$ cat src/rtl/fir4_mac_datapath_if.sv
// rtl/fir4_mac_datapath_if.sv - sequencer/datapath bus for the 4-tap FIR MAC; sat_flag exists only with FIR_SAT_EN
interface fir4_mac_datapath_if #(
    parameter int DATA_W = 8,
    parameter int COEF_W = 8,
    parameter int OUT_W  = 16
);
    logic signed [DATA_W-1:0] sample_in;
    logic        [1:0]        mux_sel;
    logic                     data_strobe;
    logic                     clear_accum;
    logic                     coef_we;
    logic        [1:0]        coef_addr;
    logic signed [COEF_W-1:0] coef_data;
    logic signed [OUT_W-1:0]  y_out;
    logic                     y_valid;
`ifdef FIR_SAT_EN
    logic                     sat_flag;

    modport master (
        output sample_in, mux_sel, data_strobe, clear_accum, coef_we, coef_addr, coef_data,
        input  y_out, y_valid, sat_flag
    );
    modport slave (
        input  sample_in, mux_sel, data_strobe, clear_accum, coef_we, coef_addr, coef_data,
        output y_out, y_valid, sat_flag
    );
`else
    modport master (
        output sample_in, mux_sel, data_strobe, clear_accum, coef_we, coef_addr, coef_data,
        input  y_out, y_valid
    );
    modport slave (
        input  sample_in, mux_sel, data_strobe, clear_accum, coef_we, coef_addr, coef_data,
        output y_out, y_valid
    );
`endif
endinterface

$ cat src/rtl/fir4_mac_datapath.sv
// rtl/fir4_mac_datapath.sv - serial 4-tap signed FIR MAC datapath; FIR_SAT_EN selects saturating output
module fir4_mac_datapath #(
    parameter int DATA_W = 8,
    parameter int COEF_W = 8,
    parameter int ACC_W  = DATA_W + COEF_W + 2,
    parameter int OUT_W  = 16
) (
    input  logic                       clk,
    input  logic                       Reset,
    fir4_mac_datapath_if.slave         bus
);
    localparam int PROD_W = DATA_W + COEF_W;

    logic signed [DATA_W-1:0] x_q [4];
    logic signed [DATA_W-1:0] x_d [4];
    logic signed [COEF_W-1:0] c_q [4];
    logic signed [COEF_W-1:0] c_d [4];
    logic signed [ACC_W-1:0]  acc_q, acc_d;
    logic signed [OUT_W-1:0]  y_q, y_d;
    logic                     y_valid_q, y_valid_d;
    logic signed [PROD_W-1:0] prod;
    logic signed [ACC_W-1:0]  sum;
    logic signed [OUT_W-1:0]  conv;
`ifdef FIR_SAT_EN
    logic                     sat_q, sat_d;
    logic [ACC_W-OUT_W:0]     upper;
    logic                     clip;
`endif

    always_comb begin
        prod = PROD_W'(x_q[bus.mux_sel]) * PROD_W'(c_q[bus.mux_sel]);
        sum  = acc_q + ACC_W'(prod);
`ifdef FIR_SAT_EN
        // Output fits only when every bit above the output sign bit matches it.
        upper = sum[ACC_W-1:OUT_W-1];
        clip  = !((&upper) || !(|upper));
        if (!clip)
            conv = sum[OUT_W-1:0];
        else if (sum[ACC_W-1])
            conv = {1'b1, {(OUT_W-1){1'b0}}};
        else
            conv = {1'b0, {(OUT_W-1){1'b1}}};
`else
        conv = OUT_W'(sum);
`endif
    end

    always_comb begin
        x_d       = x_q;
        c_d       = c_q;
        y_d       = y_q;
        y_valid_d = bus.data_strobe;
        acc_d     = bus.clear_accum ? '0 : sum;
`ifdef FIR_SAT_EN
        sat_d     = sat_q;
`endif
        // The product above already read c_q, so a same-cycle write only lands next cycle.
        if (bus.coef_we)
            c_d[bus.coef_addr] = bus.coef_data;
        if (bus.data_strobe) begin
            y_d    = conv;
            x_d[3] = x_q[2];
            x_d[2] = x_q[1];
            x_d[1] = x_q[0];
            x_d[0] = bus.sample_in;
`ifdef FIR_SAT_EN
            sat_d  = clip;
`endif
        end
    end

    always_ff @(posedge clk) begin
        if (Reset) begin
            x_q       <= '{default: '0};
            c_q       <= '{default: '0};
            acc_q     <= '0;
            y_q       <= '0;
            y_valid_q <= 1'b0;
`ifdef FIR_SAT_EN
            sat_q     <= 1'b0;
`endif
        end else begin
            x_q       <= x_d;
            c_q       <= c_d;
            acc_q     <= acc_d;
            y_q       <= y_d;
            y_valid_q <= y_valid_d;
`ifdef FIR_SAT_EN
            sat_q     <= sat_d;
`endif
        end
    end

    assign bus.y_out   = y_q;
    assign bus.y_valid = y_valid_q;
`ifdef FIR_SAT_EN
    assign bus.sat_flag = sat_q;
`endif
endmodule

$ cat src/flat_wrapper.sv
// flat-port wrapper written by rule: the top's interface ports become plain ports
module fir4_mac_datapath_flat 
#(
    parameter int DATA_W = 8,
    parameter int COEF_W = 8,
    parameter int ACC_W  = DATA_W + COEF_W + 2,
    parameter int OUT_W  = 16
)
  (clk, Reset, bus_sample_in, bus_mux_sel, bus_data_strobe, bus_clear_accum, bus_coef_we, bus_coef_addr, bus_coef_data, bus_y_out, bus_y_valid);
  fir4_mac_datapath_if #(.DATA_W(DATA_W), .COEF_W(COEF_W), .OUT_W(OUT_W)) bus_i ();
  input  logic clk;
  input  logic Reset;
  input wire logic [$bits(bus_i.sample_in)-1:0] bus_sample_in;
  input wire logic [$bits(bus_i.mux_sel)-1:0] bus_mux_sel;
  input wire logic [$bits(bus_i.data_strobe)-1:0] bus_data_strobe;
  input wire logic [$bits(bus_i.clear_accum)-1:0] bus_clear_accum;
  input wire logic [$bits(bus_i.coef_we)-1:0] bus_coef_we;
  input wire logic [$bits(bus_i.coef_addr)-1:0] bus_coef_addr;
  input wire logic [$bits(bus_i.coef_data)-1:0] bus_coef_data;
  output wire logic [$bits(bus_i.y_out)-1:0] bus_y_out;
  output wire logic [$bits(bus_i.y_valid)-1:0] bus_y_valid;
  assign bus_i.sample_in = bus_sample_in;
  assign bus_i.mux_sel = bus_mux_sel;
  assign bus_i.data_strobe = bus_data_strobe;
  assign bus_i.clear_accum = bus_clear_accum;
  assign bus_i.coef_we = bus_coef_we;
  assign bus_i.coef_addr = bus_coef_addr;
  assign bus_i.coef_data = bus_coef_data;
  assign bus_y_out = bus_i.y_out;
  assign bus_y_valid = bus_i.y_valid;
  fir4_mac_datapath #(.DATA_W(DATA_W), .COEF_W(COEF_W), .ACC_W(ACC_W), .OUT_W(OUT_W)) u_core (.clk(clk), .Reset(Reset), .bus(bus_i));
endmodule
$ cat config.mk
export PLATFORM = sky130hd
export DESIGN_NAME = fir4_mac_datapath_flat
export DESIGN_NICKNAME = d
export VERILOG_FILES = /design/src/rtl/fir4_mac_datapath_if.sv /design/src/rtl/fir4_mac_datapath.sv /design/src/flat_wrapper.sv
export SDC_FILE = /design/constraint.sdc
export NUM_CORES = 1
export LEC_CHECK = 0
export BUFFER_PORTS_ARGS = -buffer_cell sky130_fd_sc_hd__clkbuf_2
export CAP_MARGIN = 20
export CORE_ASPECT_RATIO = 0.75
export CORE_MARGIN = 10
export CORE_UTILIZATION = 38
export DETAILED_ROUTE_END_ITERATION = 8
export GPL_TIMING_DRIVEN = 0
export HOLD_SLACK_MARGIN = 0.05
export PLACE_DENSITY = 0.64
export SETUP_SLACK_MARGIN = 0.4
export SLEW_MARGIN = 20
export SYNTH_ARGS = -nofsm -noshare
export SYNTH_HDL_FRONTEND = slang
export SYNTH_SLANG_ARGS = --single-unit
$ cat constraint.sdc
create_clock -name clk -period 8.8 [get_ports clk]
set_input_delay 1.76 -clock clk [delete_from_list [all_inputs] [get_ports clk]]
set_output_delay 1.76 -clock clk [all_outputs]
set_load 0.01 [all_outputs]
Yosys cells after proc, flatten, opt, wreduce, memory -nomap -nowiden
Cells that the tools add are included.
- memory bits (writable): 0
- logic and storage cells: 29
- bits in registers: 99
- bits in latches: 0
- memories kept: 0
- output and inout bits: 17
- ROM bits: 0
- $lt $le $gt $ge: 3
- shifts and indexed selects: 0
- multiply operators: 1
- reductions and logical operators: 2
- divide/modulo/power cells: 0
- bitwise gates (word level): 2
- mux-type cells: 9
- $add $sub $neg: 1
- equal/unequal tests: 0
- operators with widths (kind ; number):
    8-bit 2-to-1 mux ; 5
    8-bit binary-select mux with 2-bit select ; 2
    32-bit bitwise mux ; 1
    18-bit by 16-bit adder with 18-bit output ; 1
    8-bit demux with 2-bit select ; 1
    8-bit by 8-bit multiplier with 16-bit output ; 1
    3-bit greater-or-equal comparator (second input constant) ; 2
    2-bit NOT with 3-bit output ; 2
    3-bit by 1-bit < comparator with 1-bit output (second input constant) ; 1
    2-bit OR reduction ; 1
    1-bit logical AND ; 1

Logic depth before layout (Yosys ltp)
Gate-level depths: netlist of the first run.
- depth after elaboration: 6
- depth in mapped cells: 20
- mapped depth without buffers: 18

Least setup slack after synthesis of the first run
OpenSTA, ideal clock, no wires.
- path kind: in2reg
- start: input port bus_mux_sel[0]
- end: register u_core.y_q[14], in the netlist u_core.bus.y_out[14]
- cell stages on the path: 18
- setup slack: 1.916 ns
- setup time: 0.095 ns
- data required time: 8.705 ns
- buffers on the path: 2
- arrival: 6.789 ns
- path through: buf_4 -> buf_4 -> mux2_2 -> o21ai_2 -> or2_2 -> fa_1 -> fa_1 -> inv_1 -> fa_1 -> fa_1 -> fa_1 -> ha_1 -> o21a_1 -> a21oi_2 -> o21ai_2 -> a31oi_1 -> or4b_1 -> o311ai_1
- word-level cells in the longest chain between the ends: 6
- elaborated cells on any way between the ends: 9
- those cells by class: 1 x add/sub; 1 x mul; 6 x mux; 1 x bitwise
- RTL lines (item ; RTL line ; text):
    start: declaration ; flat_wrapper.sv:14 ; input wire logic [$bits(bus_i.mux_sel)-1:0] bus_mux_sel;
    2-bit NOT with 3-bit output (implied by the code) (*) ; fir4_mac_datapath.sv:31 ; prod = PROD_W'(x_q[bus.mux_sel]) * PROD_W'(c_q[bus.mux_sel]);
    8-bit binary-select mux with 2-bit select ; fir4_mac_datapath.sv:31 ;
    8-bit 2-to-1 mux (implied by the code) (2 in series) ; fir4_mac_datapath.sv:31 ;
    8-bit by 8-bit multiplier with 16-bit output (*) ; fir4_mac_datapath.sv:31 ;
    18-bit by 16-bit adder with 18-bit output (*) ; fir4_mac_datapath.sv:32 ; sum = acc_q + ACC_W'(prod);
    end signal: assignment ; fir4_mac_datapath.sv:86 ; y_q <= y_d;
    end: declaration ; fir4_mac_datapath.sv:19 ; logic signed [OUT_W-1:0] y_q, y_d;
Mark *: on every way between the ends. The rest lies on a longest branch, timed or not. The select of a mux whose other input is x is not followed.
A chain may end at the register's enable or synchronous reset.

Worst setup path after layout of the first run
- start: input port bus_mux_sel[1]
- end: register u_core.y_q[14], in the netlist u_core.bus.y_out[14]
The elaborated chain is that of the path after synthesis.

==> metrics.yaml, run 1 <==
setup_path:
  slowest_delay_ps: 560
  cp-start-kind: "primary input"
  cpMostUsedCell: "fa_1"
  reg2reg_depth: 16
  cp_data_required_time_ps: 9070
  critical_path_class: "in2reg"
  reg2reg_to: "u_core.bus.y_out[14]$_SDFFE_PP0P_"
  end_kind: "flop"
  cp_max_fo: 10
  path_buf_inv: 4
  cpMaxStageDelayCell: "clkbuf_1"
  arrival_ps: 7400
  r2r_setup_slack_ps: 3100
  crit_chain: "buf_2 -> clkbuf_1 -> mux4_2 -> and2_1 -> fa_1 -> fa_1 -> inv_1 -> fa_1 -> inv_1 -> fa_1 -> fa_1 -> ha_1 -> o21a_1 -> a21oi_2 -> o21ai_2 -> a31oi_1 -> or4b_1 -> o311ai_1"
  crit_family: "adder cells"
  rr_startpoint: "u_core.c_q[0]$_SDFFE_PP0P_"
power:
  power_density_nw_per_um2: 146
  power_mw: 1.06
  p_seq_share_pct: 44.4
  power.internal_uw: 764
  p_leak_nw: 3.64
  p_sw_share_pct: 27.9
  ir_drop_uv: 95.8
  clkPwrFrac_pct: 38.5
  combPwrFrac_pct: 17.1
  p_sw_uw: 296
min_path:
  min_to: "u_core.bus.y_out[13]$_SDFFE_PP0P_"
  hold_class: "reg2reg"
  holdPathStages: 2
  hp-start: "u_core.bus.y_out[13]$_SDFFE_PP0P_"
final_layout:
  final_common_cell: "dfxtp_1"
  areaGrowthSynthToFinish_pct: 11.7
  fillers: 1574
  multi_input_area_sq_um: 4220
  stdcell_count: 879
  seqCellArea_sq_um: 1940
  fin_nets: 792
  final_cell_mix: "dfxtp_1, nor2_1, mux2i_1"
  drive_above_1_share_pct: 13.3
yosys:
  yosysTopAreaCell: "dfxtp_1"
  synth.top_cells.by_area: "dfxtp_1, fa_1, mux2i_1"
  synth.distinct_cells: 41
  postSynthCellCount: 610
  syn-num-nets: 743
  synth-seq-cells: 97
  synthesis.area_per_instance_sq_um: 10.7
  synth_area_sq_um: 6510
  seq_area_frac_synth_pct: 29.8
  synth_top_area_share_pct: 29.8
  yosysWarnings: 0
sta:
  drv_slew: 0
  worst_pin_slew_ps: 701
  rsz0062_at_grt: "false"
  finalHoldViolations: 0
  finalCriticalPeriod_ps: 7140
  max_freq_mhz: 140
  finalSetupViolations: 0
  fin_ws_ps: 1660
  setup_tns_ps: 0
  timing.final.crit_share_pct: 81.1
  clock_skew_ps: 12.3
  max_slew_margin_pct: 53.2
route:
  drc: 0
  wire_per_inst_um: 16.9
  via_per_inst: 4.96
  drtPass1Iterations: 4
  vias: 4357
  ant_nets: 0
  drt_wl_total_um: 14900
  drtIter0Drc: 236
clock_tree:
  cts.clk_slew.worst_paths_ps: 70
  post_cts_resized: 0
  numCtsBuffers: 9
  cts-root-buf: "clkbuf_16"
  insertion_delay_ps: 360
  cts_setup_buffers: 0
  htreeDepth: 3
  cts.path.max_buffers: 2
  ctsHoldBuffers: 0
  cts_sinks: 97
  cts_tree: "built"
job:
  drv_cap: 0
global_routing:
  grtUsageTotal_pct: 13.8
  antenna_found_initial: 0
  grt_overflow: 0
  grt_pass1_wl_um: 24600
  grt_max_degree: 17
  grt_pass1_vias: 4742
floorplan:
  core-area_sq_um: 16800
  rows: 41
  die_x_um: 171
  start_util_pct: 38.7
  die_h_um: 133
  pin_count: 42
  die-area_sq_um: 22800
run_status:
  status: "finished, final reports clean"
placed_design:
  dp_slack_ps: 1320
  gp_congestion: 0.809
  numPortBuffers: 38
  hpwl_um: 11500
  place_inst: 863
## layer usage
metal | share of wire, % | routed length, um | global-route usage, % | vias up
li1 | - | - | - | 2079
met1 | 48 | 7160 | 18.3 | 2182
met2 | 46 | 6830 | 21.6 | 75
met3 | 4.5 | 668 | 3.96 | 21
met4 | 1.3 | 195 | 3.57 | 0
met5 | 0 | 0 | 0 | -
## power by group through the flow
stage,clock [mW],sequential (mW),combinational (mW)
6_report,0.408,0.471,0.182
3_3_place_gp,0,0.479,0.175
5_1_grt,0.437,0.473,0.206
3_5_place_dp,0,0.480,0.181
2_1_floorplan,0,0.479,0.130
4_1_cts,0.418,0.471,0.183
## sequential cells by signal (all words and copies together), names as in the netlist
register,flops
u_core.bus.y_out,16
u_core.bus.y_valid,1
u_core.c_q,32
u_core.x_q,32
u_core.acc_q,16
## final cells by class
cell class | count | share of cell area (%)
sequential | 97 | 26.7
antenna | 1 | 0.0344
timing repair buffer | 38 | 2.61
tap | 215 | 3.70
clock inverter | 5 | 0.843
multi-input combinational | 424 | 58.0
clock buffer | 10 | 3.29
inverter | 66 | 3.41
buffer | 23 | 1.39
## synth_stat cells, drive strengths merged
cell,instances
nor2,88
nor2b,1
a211o,1
o21ai,5
nand3,3
o2111a,1
nor3b,1
ha,37
a31oi,2
o211ai,1
or4b,1
o21bai,2
nand2,21
o311ai,1
a21o,4
fa,71
and2,48
buf,8
mux2,1
o22a,1
clkbuf,15
mux2i,77
mux4,15
xnor2,16
dfxtp,97
nand3b,2
or3,2
xor2,4
and3,1
or2,2
nand2b,2
a211oi,3
inv,66
a21oi,7
nand4b,1
o21a,2
## through the flow
stage	hold slack [ps]	instance area [sq um]	util, %
3_5_place_dp	473	6970	41.4
2_1_floorplan	455	6510	-
5_1_grt	502	7270	43.2
3_3_place_gp	467	6970	41.4
4_1_cts	483	7270	43.2
6_report	480	7270	43.2
## worst max-delay path by stage
stage / from / slack, ps / endpoint / depth (start not counted)
after global routing: bus_mux_sel[1] / 1420 / u_core.bus.y_out[15]$_SDFFE_PP0P_ / 18
after CTS: bus_mux_sel[1] / 1700 / u_core.bus.y_out[14]$_SDFFE_PP0P_ / 18
final: bus_mux_sel[1] / 1660 / u_core.bus.y_out[14]$_SDFFE_PP0P_ / 18
after global placement: bus_mux_sel[1] / 1410 / u_core.bus.y_out[14]$_SDFFE_PP0P_ / 19
after detailed placement: bus_mux_sel[1] / 1320 / u_core.bus.y_out[14]$_SDFFE_PP0P_ / 18
after floorplan: bus_mux_sel[0] / 1920 / u_core.bus.y_out[14]$_SDFFE_PP0P_ / 18
## worst reg2reg max path, cell delays in order (launching register included)
cell and delay [ps]:
dfxtp_1 350, mux4_2 370, and2_1 620, inv_1 140
fa_1 520, inv_1 50, fa_1 540, fa_1 450
fa_1 570, fa_1 440, ha_1 380, o21a_1 150
a21oi_2 70, o21ai_2 190, a31oi_1 180, or4b_1 490
o311ai_1 100
## cells by family (layout without fill, tap and decap cells)
family                     after synthesis  after routing  synth area share, %
muxes                                   93             93                 17.2
and+or+nand+nor                        173            173                 12.5
adders and majority gates              108            108                 28.9
AOI/OAI and AO/OA                       30             30                 3.46
xor gates and xnor gates                20             20                 2.69
DFF                                     97             97                 29.8
other                                    0              1                    0
buffers and inverters                   89            142                 5.36
Note: power is estimated with default switching activity, not from simulation.
==> inputs of run 2 (changes only) <==
--- a/config.mk
+++ b/config.mk
@@ -13,7 +13,7 @@
 export DETAILED_ROUTE_END_ITERATION = 8
 export GPL_TIMING_DRIVEN = 0
 export HOLD_SLACK_MARGIN = 0.05
-export PLACE_DENSITY = 0.64
+export PLACE_DENSITY = 0.66
 export SETUP_SLACK_MARGIN = 0.4
 export SLEW_MARGIN = 20
 export SYNTH_ARGS = -nofsm -noshare
==> constraint.sdc (replaced) <==
create_clock -name clk -period 5.72 [get_ports clk]
set_input_delay 1.144 -clock clk [delete_from_list [all_inputs] [get_ports clk]]
set_output_delay 1.144 -clock clk [all_outputs]
set_load 0.01 [all_outputs]
==> run 2 against run 1 <==
Net effect: the flow now finishes with violations (negative setup slack); clock power increased by 47%; largest cell class unchanged; sequential cell count did not move; register-to-register slack got worse by 2600 ps; global-route usage is 0.51 points higher; critical endpoint is now u_core.bus.y_out[15]$_SDFFE_PP0P_; sequential power grew 54%; first-iteration DRC count rose by 13%; via count rose by 3.9%; wire length is 5.5% higher; critical path type unchanged; combinational power rose by 89%; largest power group unchanged; die area stayed put.
==> metrics.yaml, run 2 (same netlist as run 1, synthesis figures left out) <==
run_status:
  status: "complete, but fails checks"  # was finished, final reports clean
  violations: "negative setup slack"
power:
  power_mw: 1.67  # was 1.06 mW
  p_sw_share_pct: 29.8  # was 27.9%
  combPwrFrac_pct: 20.6  # was 17.1%
  ir_drop_uv: 149  # was 95.8 uV
  clkPwrFrac_pct: 35.9  # was 38.5%
  power.internal_mw: 1.17  # was 764 uW
  p_seq_share_pct: 43.4  # was 44.4%
  p_sw_uw: 495  # was 296 uW
  power_density_nw_per_um2: 212  # was 146 nW/um^2
  p_leak_nw: 3.80  # was 3.64 nW
setup_path:
  rr_startpoint: "u_core.x_q[24]$_SDFFE_PP0P_"  # was u_core.c_q[0]$_SDFFE_PP0P_
  reg2reg_to: "u_core.bus.y_out[14]$_SDFFE_PP0P_"  # unchanged
  r2r_setup_slack_ps: 550  # was 3100 ps
  arrival_ps: 6060  # was 7400 ps
  cp-start-kind: "primary input"  # unchanged
  crit_path_end: "u_core.bus.y_out[15]$_SDFFE_PP0P_"  # was u_core.bus.y_out[14]$_SDFFE_PP0P_
  cp_data_required_time_ps: 6000  # was 9070 ps
  critical_path_class: "in2reg"  # unchanged
  cp_max_fo: 5  # was 10
  slowest_delay_ps: 590  # was 560 ps
  cpMaxStageDelayCell: "mux4_2"  # was clkbuf_1
  crit_start: "bus_mux_sel[0]"  # was bus_mux_sel[1]
  crit_chain: "buf_12 -> buf_12 -> mux4_2 -> buf_6 -> and2_4 -> fa_2 -> fa_1 -> inv_1 -> fa_1 -> inv_1 -> fa_2 -> ha_1 -> ha_4 -> o211ai_1 -> o21ai_2 -> o2111a_2 -> o22a_2 -> xnor2_2 -> a211oi_1"  # was buf_2 -> clkbuf_1 -> mux4_2 -> and2_1 -> fa_1 -> fa_1 -> inv_1 -> fa_1 -> inv_1 -> fa_1 -> fa_1 -> ha_1 -> o21a_1 -> a21oi_2 -> o21ai_2 -> a31oi_1 -> or4b_1 -> o311ai_1
  reg2reg_depth: 15  # was 16
  end_kind: "flop"  # unchanged
placed_design:
  numPortBuffers: 38  # unchanged
  place_inst: 863  # unchanged
  gp_congestion: 0.807  # was 0.809
  hpwl_um: 11700  # was 11500 um
  postPlaceCellArea_sq_um: 7120  # was 6970 sq um
floorplan:
  rows: 41  # unchanged
  die-area_sq_um: 22800  # unchanged
  start_util_pct: 38.7  # unchanged
  die_x_um: 171  # unchanged
  pin_count: 42  # unchanged
  core-area_sq_um: 16800  # unchanged
  die_h_um: 133  # unchanged
route:
  wire_per_inst_um: 17.3  # was 16.9 um
  vias: 4528  # was 4357
  via_per_inst: 5.00  # was 4.96
  ant_nets: 0  # unchanged
  drtPass1Iterations: 4  # unchanged
  drtIter0Drc: 267  # was 236
  drc: 0  # unchanged
  drt_wl_total_um: 15700  # was 14900 um
sta:
  finalHoldViolations: 0  # unchanged
  worst_pin_slew_ps: 715  # was 701 ps
  finalCriticalPeriod_ps: 5780
  max_slew_margin_pct: 52.3  # was 53.2%
  drv_slew: 0  # unchanged
  finalSetupViolations: 3  # was 0
  setup_tns_ps: -152  # was 0 ps
  rsz0062_at_grt: "true"  # was false
  clock_skew_ps: 6.46  # was 12.3 ps
  max_freq_mhz: 173
  fin_ws_ps: -63.5  # was 1660 ps
  timing.final.crit_share_pct: 101
clock_tree:
  cts.path.max_buffers: 2  # unchanged
  cts_sinks: 97  # unchanged
  numCtsBuffers: 9  # unchanged
  insertion_delay_ps: 360  # about the same
  cts-root-buf: "clkbuf_16"  # unchanged
  htreeDepth: 3  # unchanged
  cts_tree: "built"  # unchanged
  cts.clk_slew.worst_paths_ps: 70  # about the same
  ctsHoldBuffers: 0  # unchanged
final_layout:
  stdcell_count: 905  # was 879
  final_cell_mix: "dfxtp_1, nor2_1, mux2i_1"  # unchanged
  antenna_cells: 0  # was 1
  fin_nets: 818  # was 792
  largest_registers: "u_core.c_q x32, u_core.x_q x32"  # unchanged
  design_area_sq_um: 7870  # was 7270 sq um
  final_common_cell: "dfxtp_1"  # unchanged
  fillers: 1519  # was 1574
  areaGrowthSynthToFinish_pct: 20.8  # was 11.7%
  drive_above_1_share_pct: 23.3  # was 13.3%
global_routing:
  grtUsageTotal_pct: 14.3  # was 13.8%
  grt_pass1_wl_um: 25800  # was 24600 um
  grt_overflow: 0  # unchanged
  grt_pass1_vias: 4910  # was 4742
  antenna_found_initial: 0  # unchanged
  grt_max_degree: 19  # was 17
min_path:
  hold_class: "reg2reg"  # unchanged
job:
  drv_cap: 0  # unchanged
run 2: through the flow:
| stage | hold slack (ps) | worst slack, ps | util (%) |
|---|---|---|---|
| global placement | 467 | -645 | 42.3 |
| global route | 520 | -198 | 46.8 |
| CTS | 497 | -160 | 45.9 |
| finish | 497 | -63.5 | 46.8 |
| detailed placement | 482 | -738 | 42.3 |
| floorplan | 455 | -195 | - |
run 2: area by class of cell:
type,count,area [sq um],area share (%)
clock buffers,9,225,2.86
flip-flops and latches,97,1940,24.7
well taps,215,269,3.42
clock inverters,7,60.1,0.763
plain buffers,23,150,1.91
multi-input cells,424,4530,57.6
repair buffers,64,442,5.61
inverters,66,248,3.15
run 2: what timing repair did:
item,in CTS,in global routing
resized for setup,27,13
setup endpoints to repair,18,19
setup buffers,17,7
cloned,2,0
pin swaps,32,18
run 2: worst max-delay path: cells and delay by family:
family / cells / cell delay, ps
buffers and inverters: 5 / 500
multiplexers: 1 / 590
XOR/XNOR: 1 / 160
adder cells (fa/ha/maj): 6 / 2370
AO/OA/AOI/OAI: 5 / 1120
AND/OR/NAND/NOR: 1 / 150
run 2: worst min-delay path by stage:
stage,start,to,cells after the start
6_report,u_core.bus.y_out[13]$_SDFFE_PP0P_,u_core.bus.y_out[13]$_SDFFE_PP0P_,2
5_1_grt,u_core.c_q[25]$_SDFFE_PP0P_,u_core.c_q[25]$_SDFFE_PP0P_,2
4_1_cts,u_core.bus.y_out[6]$_SDFFE_PP0P_,u_core.bus.y_out[6]$_SDFFE_PP0P_,2
3_5_place_dp,u_core.c_q[25]$_SDFFE_PP0P_,u_core.c_q[25]$_SDFFE_PP0P_,2
3_3_place_gp,u_core.x_q[1]$_SDFFE_PP0P_,u_core.x_q[1]$_SDFFE_PP0P_,2
2_1_floorplan,u_core.x_q[0]$_SDFFE_PP0P_,u_core.x_q[0]$_SDFFE_PP0P_,2
run 2: power by group through the flow:
stage / clock [mW] / combinational [mW] / sequential (mW)
floorplan: 0 / 0.220 / 0.737
global placement: 0 / 0.291 / 0.737
detailed placement: 0 / 0.300 / 0.739
CTS: 0.614 / 0.327 / 0.724
global route: 0.633 / 0.380 / 0.727
finish: 0.599 / 0.344 / 0.723
run 2: per-layer routing:
layer / vias up / track usage (%) / share of wire [%]
li1: 2131 / - / -
met1: 2297 / 19.2 / 48
met2: 81 / 22.6 / 46
met3: 19 / 3.04 / 4.0
met4: 0 / 4.58 / 1.6
met5: - / 0 / 0
==> inputs of run 3 (changes only) <==
--- a/config.mk
+++ b/config.mk
@@ -9,11 +9,10 @@
 export CAP_MARGIN = 20
 export CORE_ASPECT_RATIO = 0.75
 export CORE_MARGIN = 10
-export CORE_UTILIZATION = 38
+export CORE_UTILIZATION = 45
 export DETAILED_ROUTE_END_ITERATION = 8
 export GPL_TIMING_DRIVEN = 0
 export HOLD_SLACK_MARGIN = 0.05
-export PLACE_DENSITY = 0.66
 export SETUP_SLACK_MARGIN = 0.4
 export SLEW_MARGIN = 20
 export SYNTH_ARGS = -nofsm -noshare
==> run 3 against run 2 <==
Net effect: the run still ends with negative setup slack left; clock skew increased by 4.9 ps; register-to-register slack improved by 30 ps; power increased by 1.5%; sequential cell count unchanged; non-clock buffer count increased by 6; core utilization increased by 11 points; setup slack improved by 3.7 ps; first-iteration DRC count decreased by 9.0%.
==> metrics.yaml, run 3 (same netlist as run 1, synthesis figures left out) <==
route:
  drt_wl_total_um: 15600  # was 15700 um
  drtIter0Drc: 243  # was 267
  via_per_inst: 5.02  # was 5.00
  drc: 0  # unchanged
  drtPass1Iterations: 4  # unchanged
  vias: 4475  # was 4528
  wire_per_inst_um: 17.5  # was 17.3 um
  ant_nets: 0  # unchanged
sta:
  max_slew_margin_pct: 52.8  # was 52.3%
  drv_slew: 0  # unchanged
  finalCriticalPeriod_ps: 5780  # about the same
  worst_pin_slew_ps: 708  # was 715 ps
  rsz0062_at_grt: "true"  # unchanged
  fin_hold_ws_ps: 496  # was 497 ps
  finalSetupViolations: 4  # was 3
  fin_ws_ps: -59.8  # was -63.5 ps
  clock_skew_ps: 11.3  # was 6.46 ps
  timing.final.crit_share_pct: 101  # about the same
  finalHoldViolations: 0  # unchanged
  max_freq_mhz: 173  # about the same
setup_path:
  cp-start-kind: "primary input"  # unchanged
  rr_startpoint: "u_core.c_q[0]$_SDFFE_PP0P_"  # was u_core.x_q[24]$_SDFFE_PP0P_
  crit_start: "bus_mux_sel[0]"  # unchanged
  cp_data_required_time_ps: 5990  # was 6000 ps
  cp_max_fo: 8  # was 5
  arrival_ps: 6050  # was 6060 ps
  end_kind: "flop"  # unchanged
  critical_path_class: "in2reg"  # unchanged
placed_design:
  gp_congestion: 0.814  # was 0.807
  numPortBuffers: 38  # unchanged
  place_inst: 843  # was 863
  dp_slack_ps: -783  # was -738 ps
  hpwl_um: 11500  # was 11700 um
clock_tree:
  insertion_delay_ps: 360  # about the same
  cts.clk_slew.worst_paths_ps: 80  # was 70 ps
  numCtsBuffers: 9  # unchanged
  cts-root-buf: "clkbuf_16"  # unchanged
  cts_sinks: 97  # unchanged
  ctsHoldBuffers: 0  # unchanged
  cts_tree: "built"  # unchanged
  cts.path.max_buffers: 2  # unchanged
  htreeDepth: 3  # unchanged
final_layout:
  final_cell_mix: "dfxtp_1, nor2_1, mux2i_1"  # unchanged
  drive_above_1_share_pct: 25.7  # was 23.3%
  final_common_cell: "dfxtp_1"  # unchanged
  largest_registers: "u_core.c_q x32, u_core.x_q x32"  # unchanged
  final_util_pct: 57.3  # was 46.8%
  areaGrowthSynthToFinish_pct: 22.7  # was 20.8%
  fin_nets: 824  # was 818
  antenna_cells: 0  # unchanged
  fillers: 1240  # was 1519
  stdcell_count: 891  # was 905
floorplan:
  die-area_sq_um: 19700  # was 22800 sq um
  die_x_um: 159  # was 171 um
  core-area_sq_um: 13900  # was 16800 sq um
  die_h_um: 124  # was 133 um
  pin_count: 42  # unchanged
  rows: 37  # was 41
  start_util_pct: 46.7  # was 38.7%
power:
  p_leak_nw: 3.86  # was 3.80 nW
  p_seq_share_pct: 42.8  # was 43.4%
  power_density_nw_per_um2: 211  # was 212 nW/um^2
  combPwrFrac_pct: 20.8  # was 20.6%
  ir_drop_uv: 170  # was 149 uV
  p_sw_uw: 510  # was 495 uW
  power.internal_mw: 1.18  # was 1.17 mW
  clkPwrFrac_pct: 36.4  # was 35.9%
  p_sw_share_pct: 30.2  # was 29.8%
run_status:
  violations: "negative setup slack"  # unchanged
  status: "complete, but fails checks"  # unchanged
global_routing:
  grt_overflow: 0  # unchanged
  grtUsageTotal_pct: 16.3  # was 14.3%
  grt_pass1_vias: 4808  # was 4910
  antenna_found_initial: 0  # unchanged
  grt_pass1_wl_um: 25600  # was 25800 um
  grt_max_degree: 20  # was 19
job:
  drv_cap: 0  # unchanged
min_path:
  hold_class: "reg2reg"  # unchanged
  hp-start: "u_core.bus.y_out[0]$_SDFFE_PP0P_"  # was u_core.bus.y_out[13]$_SDFFE_PP0P_
[run 3: cell types whose count changed in the layout (fill, tap and decap cells not counted), sizes merged]
cell	delta
buf	+7
clkinvlp	-2
bufbuf	-1
clkinv	+1
inv	+1
[run 3: worst max-delay path, cell delays in order]
cell and delay [ps]:
buf_16 110, buf_12 120, mux4_2 640, and2_1 230
fa_1 470, fa_1 580, fa_1 450, fa_1 490
ha_1 350, ha_4 280, a21oi_2 130, o21ai_2 90
o2111a_2 290, o22a_2 280, xnor2_2 150, a211oi_1 240
[run 3: through the flow]
stage          power [mW]  cell area [sq um]  TNS (ps)
6_report             1.69               7990      -151
5_1_grt              1.77               7990     -1270
4_1_cts              1.69               7790      -393
3_5_place_dp         1.04               7100     -7600
3_3_place_gp         1.03               7100     -6570
2_1_floorplan       0.957               6660      -524
[run 3: path summary, 6_finish.rpt]
check	slack, ps	to	depth (start not counted)
setup / recovery	-60	u_core.bus.y_out[15]$_SDFFE_PP0P_	16
hold / removal	500	u_core.bus.y_out[0]$_SDFFE_PP0P_	2
setup reg to reg	580	u_core.bus.y_out[15]$_SDFFE_PP0P_	17
hold reg to reg	500	u_core.bus.y_out[0]$_SDFFE_PP0P_	2
[run 3: cell type report]
type                    instances  area [sq um]  share of cell area, %
flip-flops and latches         97          1940                   24.3
clock buffers                   9           225                   2.82
well taps                     195           244                   3.05
repair buffers                 70           497                   6.22
multi-input cells             424          4610                   57.7
inverters                      66           248                   3.10
clock inverters                 7          70.1                  0.877
plain buffers                  23           158                   1.97
[run 3: per-layer routing]
metal | share of wire, % | track usage (%) | wire length [um] | up-vias
met4 | 1.1 | 4.27 | 177 | 0
met3 | 5.3 | 3.07 | 826 | 13
met5 | 0 | 0 | 0 | -
met1 | 47 | 22.2 | 7360 | 2253
li1 | - | - | - | 2140
met2 | 46 | 26.5 | 7240 | 69
[run 3: repair_timing]
action,in CTS,in global routing
setup buffers,20,10
endpoints found under the setup margin,19,18
gates resized for setup,38,23
gates cloned,2,0
pin swaps,35,25
[run 3: power groups by stage]
stage	combinational, mW	clock, mW	sequential, mW
global placement	0.294	0	0.737
global route	0.387	0.658	0.727
detailed placement	0.301	0	0.738
finish	0.352	0.615	0.723
floorplan	0.220	0	0.737
CTS	0.334	0.632	0.723
